$ cat config.mk
export PLATFORM = sky130hd
export DESIGN_NAME = vga_timing_gen
export DESIGN_NICKNAME = d
export VERILOG_FILES = /design/src/rtl/vga_timing_pkg.sv /design/src/rtl/vga_delay_line.sv /design/src/rtl/vga_timing_gen.sv
export SDC_FILE = /design/constraint.sdc
export NUM_CORES = 1
export LEC_CHECK = 0
export BUFFER_PORTS_ARGS = -buffer_cell sky130_fd_sc_hd__buf_2
export CELL_PAD_IN_SITES_DETAIL_PLACEMENT = 1
export CELL_PAD_IN_SITES_GLOBAL_PLACEMENT = 2
export CORE_ASPECT_RATIO = 1.1
export CORE_UTILIZATION = 37
export CTS_CLUSTER_SIZE = 20
export DETAILED_ROUTE_END_ITERATION = 12
export GPL_TIMING_DRIVEN = 0
export PLACE_DENSITY_LB_ADDON = 0.1
export SYNTH_ARGS = -nofsm -noshare
export SYNTH_HDL_FRONTEND = slang
export SYNTH_SLANG_ARGS = --single-unit
$ cat constraint.sdc
create_clock -name vga_clk -period 6.9 [get_ports vga_clk]
set_input_delay 1.035 -clock vga_clk [delete_from_list [all_inputs] [get_ports vga_clk]]
set_output_delay 1.035 -clock vga_clk [all_outputs]
set_load 0.05 [all_outputs]
$ cat src/rtl/vga_timing_pkg.sv
// Default 640x480@60 timing constants and the shared scan-coordinate type.
package vga_timing_pkg;

  localparam int unsigned H_ACTIVE = 640;
  localparam int unsigned H_FP     = 16;
  localparam int unsigned H_SYNC   = 96;
  localparam int unsigned H_BP     = 48;
  localparam int unsigned V_ACTIVE = 480;
  localparam int unsigned V_FP     = 10;
  localparam int unsigned V_SYNC   = 2;
  localparam int unsigned V_BP     = 33;

  localparam int unsigned H_TOTAL  = H_ACTIVE + H_FP + H_SYNC + H_BP;
  localparam int unsigned V_TOTAL  = V_ACTIVE + V_FP + V_SYNC + V_BP;

  // Sync windows, both ends inclusive.
  localparam int unsigned HS_START = H_ACTIVE + H_FP;
  localparam int unsigned HS_END   = HS_START + H_SYNC - 1;
  localparam int unsigned VS_START = V_ACTIVE + V_FP;
  localparam int unsigned VS_END   = VS_START + V_SYNC - 1;

  typedef logic [9:0] coord_t;

endpackage

$ cat src/rtl/vga_delay_line.sv
// Resettable shift register that realigns sync/blank with the draw pipeline.
module vga_delay_line #(
  parameter int unsigned           WIDTH     = 3,
  parameter int unsigned           DEPTH     = 2,
  parameter logic [WIDTH-1:0]      RESET_VAL = '1
) (
  input  logic             vga_clk,
  input  logic             reset_n,
  input  logic [WIDTH-1:0] din,
  output logic [WIDTH-1:0] dout
);

  if (DEPTH == 0) begin : g_bypass
    // Zero depth is a plain wire; clock and reset are intentionally unused.
    logic unused_clk_rst;
    assign unused_clk_rst = ^{vga_clk, reset_n};
    assign dout = din;
  end else begin : g_shift
    logic [WIDTH-1:0] stage_q [DEPTH];

    // Shift one stage per clock; reset clears every stage at once.
    always_ff @(posedge vga_clk or negedge reset_n) begin
      if (!reset_n) begin
        for (int unsigned i = 0; i < DEPTH; i++) begin
          stage_q[i] <= RESET_VAL;
        end
      end else begin
        stage_q[0] <= din;
        for (int unsigned i = 1; i < DEPTH; i++) begin
          stage_q[i] <= stage_q[i-1];
        end
      end
    end

    assign dout = stage_q[DEPTH-1];
  end

endmodule

$ cat src/rtl/vga_timing_gen.sv
// Scan-position counters plus registered sync, blank and strobe decode.
module vga_timing_gen #(
  parameter int unsigned H_ACTIVE   = vga_timing_pkg::H_ACTIVE,
  parameter int unsigned H_FP       = vga_timing_pkg::H_FP,
  parameter int unsigned H_SYNC     = vga_timing_pkg::H_SYNC,
  parameter int unsigned H_BP       = vga_timing_pkg::H_BP,
  parameter int unsigned V_ACTIVE   = vga_timing_pkg::V_ACTIVE,
  parameter int unsigned V_FP       = vga_timing_pkg::V_FP,
  parameter int unsigned V_SYNC     = vga_timing_pkg::V_SYNC,
  parameter int unsigned V_BP       = vga_timing_pkg::V_BP,
  parameter int unsigned SYNC_DELAY = 2
) (
  input  logic       vga_clk,
  input  logic       reset_n,
  output logic [9:0] DrawX,
  output logic [9:0] DrawY,
  output logic       blank,
  output logic       hs,
  output logic       vs,
  output logic       hs_d,
  output logic       vs_d,
  output logic       blank_d,
  output logic       line_start,
  output logic       frame_start,
  output logic [7:0] frame_count
);

  import vga_timing_pkg::*;

  localparam int unsigned HTotal  = H_ACTIVE + H_FP + H_SYNC + H_BP;
  localparam int unsigned VTotal  = V_ACTIVE + V_FP + V_SYNC + V_BP;
  localparam int unsigned HsStart = H_ACTIVE + H_FP;
  localparam int unsigned VsStart = V_ACTIVE + V_FP;

  localparam coord_t HLast   = coord_t'(HTotal - 1);
  localparam coord_t VLast   = coord_t'(VTotal - 1);
  localparam coord_t HActive = coord_t'(H_ACTIVE);
  localparam coord_t VActive = coord_t'(V_ACTIVE);
  localparam coord_t HsFirst = coord_t'(HsStart);
  localparam coord_t HsLast  = coord_t'(HsStart + H_SYNC - 1);
  localparam coord_t VsFirst = coord_t'(VsStart);
  localparam coord_t VsLast  = coord_t'(VsStart + V_SYNC - 1);

  if (HTotal > 1024 || VTotal > 1024) begin : g_bad_totals
    $error("vga_timing_gen: H/V totals must fit the 10-bit counters");
  end

  coord_t     draw_x_q, draw_x_d;
  coord_t     draw_y_q, draw_y_d;
  logic [7:0] frame_count_q, frame_count_d;
  logic       hsync_q, hsync_d;
  logic       vsync_q, vsync_d;
  logic       vid_on_q, vid_on_d;
  logic       line_start_q, line_start_d;
  logic       frame_start_q, frame_start_d;
  logic [2:0] sync_dly;

  // Next scan position; the frame counter bumps on the wrap back to (0,0).
  always_comb begin
    draw_x_d      = draw_x_q + 10'd1;
    draw_y_d      = draw_y_q;
    frame_count_d = frame_count_q;
    if (draw_x_q == HLast) begin
      draw_x_d = '0;
      if (draw_y_q == VLast) begin
        draw_y_d      = '0;
        frame_count_d = frame_count_q + 8'd1;
      end else begin
        draw_y_d = draw_y_q + 10'd1;
      end
    end
  end

  // Decode from the next position so the flags line up with the counters.
  always_comb begin
    hsync_d       = !((draw_x_d >= HsFirst) && (draw_x_d <= HsLast));
    vsync_d       = !((draw_y_d >= VsFirst) && (draw_y_d <= VsLast));
    vid_on_d      = (draw_x_d < HActive) && (draw_y_d < VActive);
    line_start_d  = (draw_x_d == '0);
    frame_start_d = (draw_x_d == '0) && (draw_y_d == '0);
  end

  // Counter and flag registers; reset presents the (0,0) cycle.
  always_ff @(posedge vga_clk or negedge reset_n) begin
    if (!reset_n) begin
      draw_x_q      <= '0;
      draw_y_q      <= '0;
      frame_count_q <= '0;
      hsync_q       <= 1'b1;
      vsync_q       <= 1'b1;
      vid_on_q      <= 1'b1;
      line_start_q  <= 1'b1;
      frame_start_q <= 1'b1;
    end else begin
      draw_x_q      <= draw_x_d;
      draw_y_q      <= draw_y_d;
      frame_count_q <= frame_count_d;
      hsync_q       <= hsync_d;
      vsync_q       <= vsync_d;
      vid_on_q      <= vid_on_d;
      line_start_q  <= line_start_d;
      frame_start_q <= frame_start_d;
    end
  end

  vga_delay_line #(
    .WIDTH     (3),
    .DEPTH     (SYNC_DELAY),
    .RESET_VAL (3'b111)
  ) u_sync_dly (
    .vga_clk (vga_clk),
    .reset_n (reset_n),
    .din     ({hsync_q, vsync_q, vid_on_q}),
    .dout    (sync_dly)
  );

  assign DrawX       = draw_x_q;
  assign DrawY       = draw_y_q;
  assign frame_count = frame_count_q;
  assign hs          = hsync_q;
  assign vs          = vsync_q;
  assign blank       = vid_on_q;
  assign line_start  = line_start_q;
  assign frame_start = frame_start_q;
  assign hs_d        = sync_dly[2];
  assign vs_d        = sync_dly[1];
  assign blank_d     = sync_dly[0];

endmodule

==> reports/results.txt <==
The flow ran to the end, and the final reports show no timing, DRC or antenna violations. At the later pin of the worst-skew pair, clock insertion delay measures 0.28 ns. The worst setup path is captured at a flop.

Minimum setup slack in the final design: 3.96 ns. Setup repair after global routing left no endpoint under its margin. Fill cells in the final layout number 616. The worst path needs 2.94 ns of the cycle, external delays included. Counting distinct cell types in the post-synthesis netlist gives 50.

Of all flip-flops after synthesis, the portion carrying an async set or reset was 100%. Counting the buffers created by CTS gives 5. The critical path's largest stage delay is 0.63 ns, and the die boundary height is 79.7 µm. In the layout the commonest cells are sky130_fd_sc_hd__buf_2, sky130_fd_sc_hd__dfrtp_1, sky130_fd_sc_hd__nand2_1. Along the worst path, the maximum fanout reaches 10. For this block, the routed nets add up to 4.79 mm of wire. The kind of critical path is reg -> reg. The initial cell density of the core was 39.5%. The antenna diode count is 0, and the residual DRC count is 0.

The final clock skew is 0.00714 ns, and the sink count of the clock tree is 39. The number of buffers added on ports is 37. The tree is rooted in a sky130_fd_sc_hd__clkbuf_8. Of the available clock period, the critical path in the final layout requires 42.6%. Across the VDD grid, the largest voltage drop is 0.0779 mV.

The count of hold buffers inserted by post-cts repair was 0. Cell at the slowest stage of the critical path: sky130_fd_sc_hd__nor3_2. The tool flagged a number of max-cap violations equal to 0.

The timing-limited maximum frequency is 0.340 GHz. Of all cell types, the one taking the most synthesized area is sky130_fd_sc_hd__dfrtp_1. Across every metal layer, demand over resource in global routing totals 18.5%. The clock passes through at most 2 buffers.

STA classifies the critical path startpoint as a flop. The area of the mapped netlist was 2030 µm². The global route total overflow is 0. Pre-CTS worst setup slack: 3.94 ns. Once detail routing completed, the nets flagged for antenna violations numbered 0. The signal on the critical path passes through ha_1 -> clkbuf_1 -> nand4_2 -> nor3_2 -> nand4_1 -> xor2_1 -> nor3_1 -> o2111ai_1.

The congestion estimate from routability-driven global placement came to 0.771. The data arrival at the endpoint of the critical path was 3.11 ns. The most used flip-flop cell after synthesis was sky130_fd_sc_hd__dfrtp_1.

The total area inside the core boundary comes to 5130 µm². The via count of the first global-routing pass was 1643. The mean number of vias per cell came out at 5.16.

The number of slew-limit violations in the final report is 0, and the global-route wire length before repair is 8.16 mm. Of the cells placed in the final design, the portion with a size suffix greater than 1 is 31.6%. After synthesis the netlist holds a flip-flop and latch count of 39.

The fraction of post-synthesis cell area in the top cell type by area is 34.5%, and the area occupied by multi-input gates is 922 µm². At the worst endpoint, the required time is 7.07 ns. At the pin with the least slew margin, the transition time is 0.878 ns. H-tree depth: 2. Once layout is complete, the utilization of the core stands at 47.2%. The areal power density over the cells is 177 nW/µm².

After clock tree synthesis, the clock-pin slew on the worst setup and hold paths is 0.07 ns. Yosys attributes the largest share of cell area to sky130_fd_sc_hd__dfrtp_1, sky130_fd_sc_hd__dfstp_2, sky130_fd_sc_hd__xnor2_1, sky130_fd_sc_hd__xor2_1, sky130_fd_sc_hd__ha_1. Setup total negative slack on the finished layout was measured at 0 ns. Across the whole layout, storage elements account for 990 µm². The logs give 308 for the total placed cells including tap cells and 38 for the number of ports placed on the die boundary. Number of antenna violations at the first check in global routing: 0.

The critical path starts at DrawX[0]$_DFF_PN0_. Sequential elements use 48.7% of the synthesized area. Across all hold checks on the routed design, the worst slack comes to 0.358 ns.

The worst hold path belongs to the class reg -> reg. TritonCTS built the clock tree. The run gives 0 as the post-CTS resize count.

The number of failing hold endpoints at the final stage was 0; the relative max-transition margin was 41.4%. The logs give 0 for the number of buffers added for setup after CTS and 1.13 nW for the total leakage power. The startpoint identified for the worst hold timing path is u_sync_dly.g_shift.stage_q[4]$_DFF_PN1_. The non-filler instance count after layout was 316.

The die span in x is 72.6 µm. The detailed router finished its first iteration with 39 violations. Wire length per cell: 15.2 µm.

Synthesis handed over a netlist of 199 instances. For the routed via count, the log shows 1632. The most frequent standard cell in the layout excluding fill and tap cells is sky130_fd_sc_hd__buf_2. The wire-length estimate of the detail-placed layout is 3.62 mm.

After the last flow step, the layout net total stands at 250. When the netlist entered floorplanning its net count stood at 206. In this run the critical register-to-register path is launched from DrawX[0]$_DFF_PN0_. The floorplan has 27 rows. The count of flip-flops with a built-in enable after synthesis was 0. Relative to the synthesized area, the layout overhead comes to 19.3%. The mean instance size in the synthesized netlist was 10.2 µm².

The die covers 5790 µm². Setup violations remaining at the end of the flow were counted as 0. The largest net degree at the start of global routing is 40.

The count of TritonRoute iterations in the first routing pass was 4. Yosys printed 0 warnings.
==> cells by family (layout without fill, tap and decap cells) <==
group	Yosys count	in the layout	share of synthesized area, %
AND/OR/NAND/NOR	81	81	23.0
flip-flops	39	39	48.7
AO/OA/AOI/OAI	30	30	10.2
buffers and inverters	23	68	5.85
XOR/XNOR	20	20	8.63
adder cells (fa/ha/maj)	5	5	3.08
multiplexers	1	1	0.554
==> layer usage <==
| metal | share of wire (%) | vias to the layer above | wire, µm | GRT usage, % |
|---|---|---|---|---|
| met3 | 3.4 | 2 | 164 | 4.42 |
| met5 | 0 | - | 0 | 0 |
| met2 | 50 | 32 | 2400 | 31.2 |
| met1 | 46 | 818 | 2200 | 23.8 |
| met4 | 0.54 | 0 | 26 | 4.12 |
| li1 | - | 780 | - | - |
==> worst paths after layout <==
check	to	slack, ns	depth (start not counted)
min in group asynchronous	DrawX[7]$_DFF_PN0_	0.87	1
worst min-delay path	u_sync_dly.dout[1]$_DFF_PN1_	0.36	0
max in group asynchronous	DrawX[4]$_DFF_PN0_	5.48	1
worst max register to register	vs$_DFF_PN1_	3.96	8
worst min register to register	u_sync_dly.dout[1]$_DFF_PN1_	0.36	0
worst max-delay path	vs$_DFF_PN1_	3.96	8
==> layout make-up <==
class | count | share of cell area (%)
multi-input cells | 137 | 38.0
inverters | 11 | 1.70
plain buffers | 12 | 3.20
repair buffers | 37 | 7.64
flip-flops and latches | 39 | 40.8
clock buffers | 6 | 3.41
well taps | 72 | 3.72
clock inverters | 2 | 1.45
==> worst max-delay path: cells and delay by family (launching register included) <==
| kind | cells | cell delay, ns |
|---|---|---|
| and+or+nand+nor | 4 | 1.48 |
| AOI/OAI and AO/OA | 1 | 0.21 |
| adders and majority gates | 1 | 0.19 |
| DFF | 1 | 0.49 |
| buffers and inverters | 1 | 0.24 |
| xor gates and xnor gates | 1 | 0.22 |
==> synthesized netlist by cell type, types with 2 or more instances <==
cell type	instances
sky130_fd_sc_hd__xnor2_1	11
sky130_fd_sc_hd__and3_1	3
sky130_fd_sc_hd__clkbuf_2	2
sky130_fd_sc_hd__or3_1	2
sky130_fd_sc_hd__a21o_1	3
sky130_fd_sc_hd__nand4_1	8
sky130_fd_sc_hd__ha_1	5
sky130_fd_sc_hd__nor2_1	15
sky130_fd_sc_hd__nand4b_1	2
sky130_fd_sc_hd__dfrtp_1	28
sky130_fd_sc_hd__nand2b_1	3
sky130_fd_sc_hd__buf_6	3
sky130_fd_sc_hd__clkbuf_1	5
sky130_fd_sc_hd__xor2_1	9
sky130_fd_sc_hd__nand3_1	9
sky130_fd_sc_hd__inv_1	10
sky130_fd_sc_hd__o21ai_0	12
sky130_fd_sc_hd__a31oi_1	3
sky130_fd_sc_hd__nand2_1	16
sky130_fd_sc_hd__dfstp_2	11
sky130_fd_sc_hd__nor3_1	4
sky130_fd_sc_hd__a21oi_1	3
sky130_fd_sc_hd__and4_1	2
sky130_fd_sc_hd__nor4_1	3
sky130_fd_sc_hd__or3_2	2
==> through the flow <==
step                      area, µm²  power [mW]
after floorplan                2030       0.233
after global placement         2310       0.238
after detailed placement       2310       0.238
after CTS                      2420       0.436
after global routing           2420       0.448
final                          2420       0.430
==> registers in the layout, indices dropped and copies added (netlist names) <==
signal                      cells
frame_start                     1
frame_count                     8
u_sync_dly.dout                 3
DrawX                          10
vs                              1
DrawY                          10
hs                              1
line_start                      1
blank                           1
u_sync_dly.g_shift.stage_q      3
==> report_power, final <==
group          total [mW]  internal (mW)  switching, mW
Combinational     0.00454       0.000205        0.00434
Sequential          0.229          0.229              0
Clock               0.197          0.117         0.0798
Total               0.430          0.346         0.0841
No activity file was read; power rests on OpenSTA's default activity.
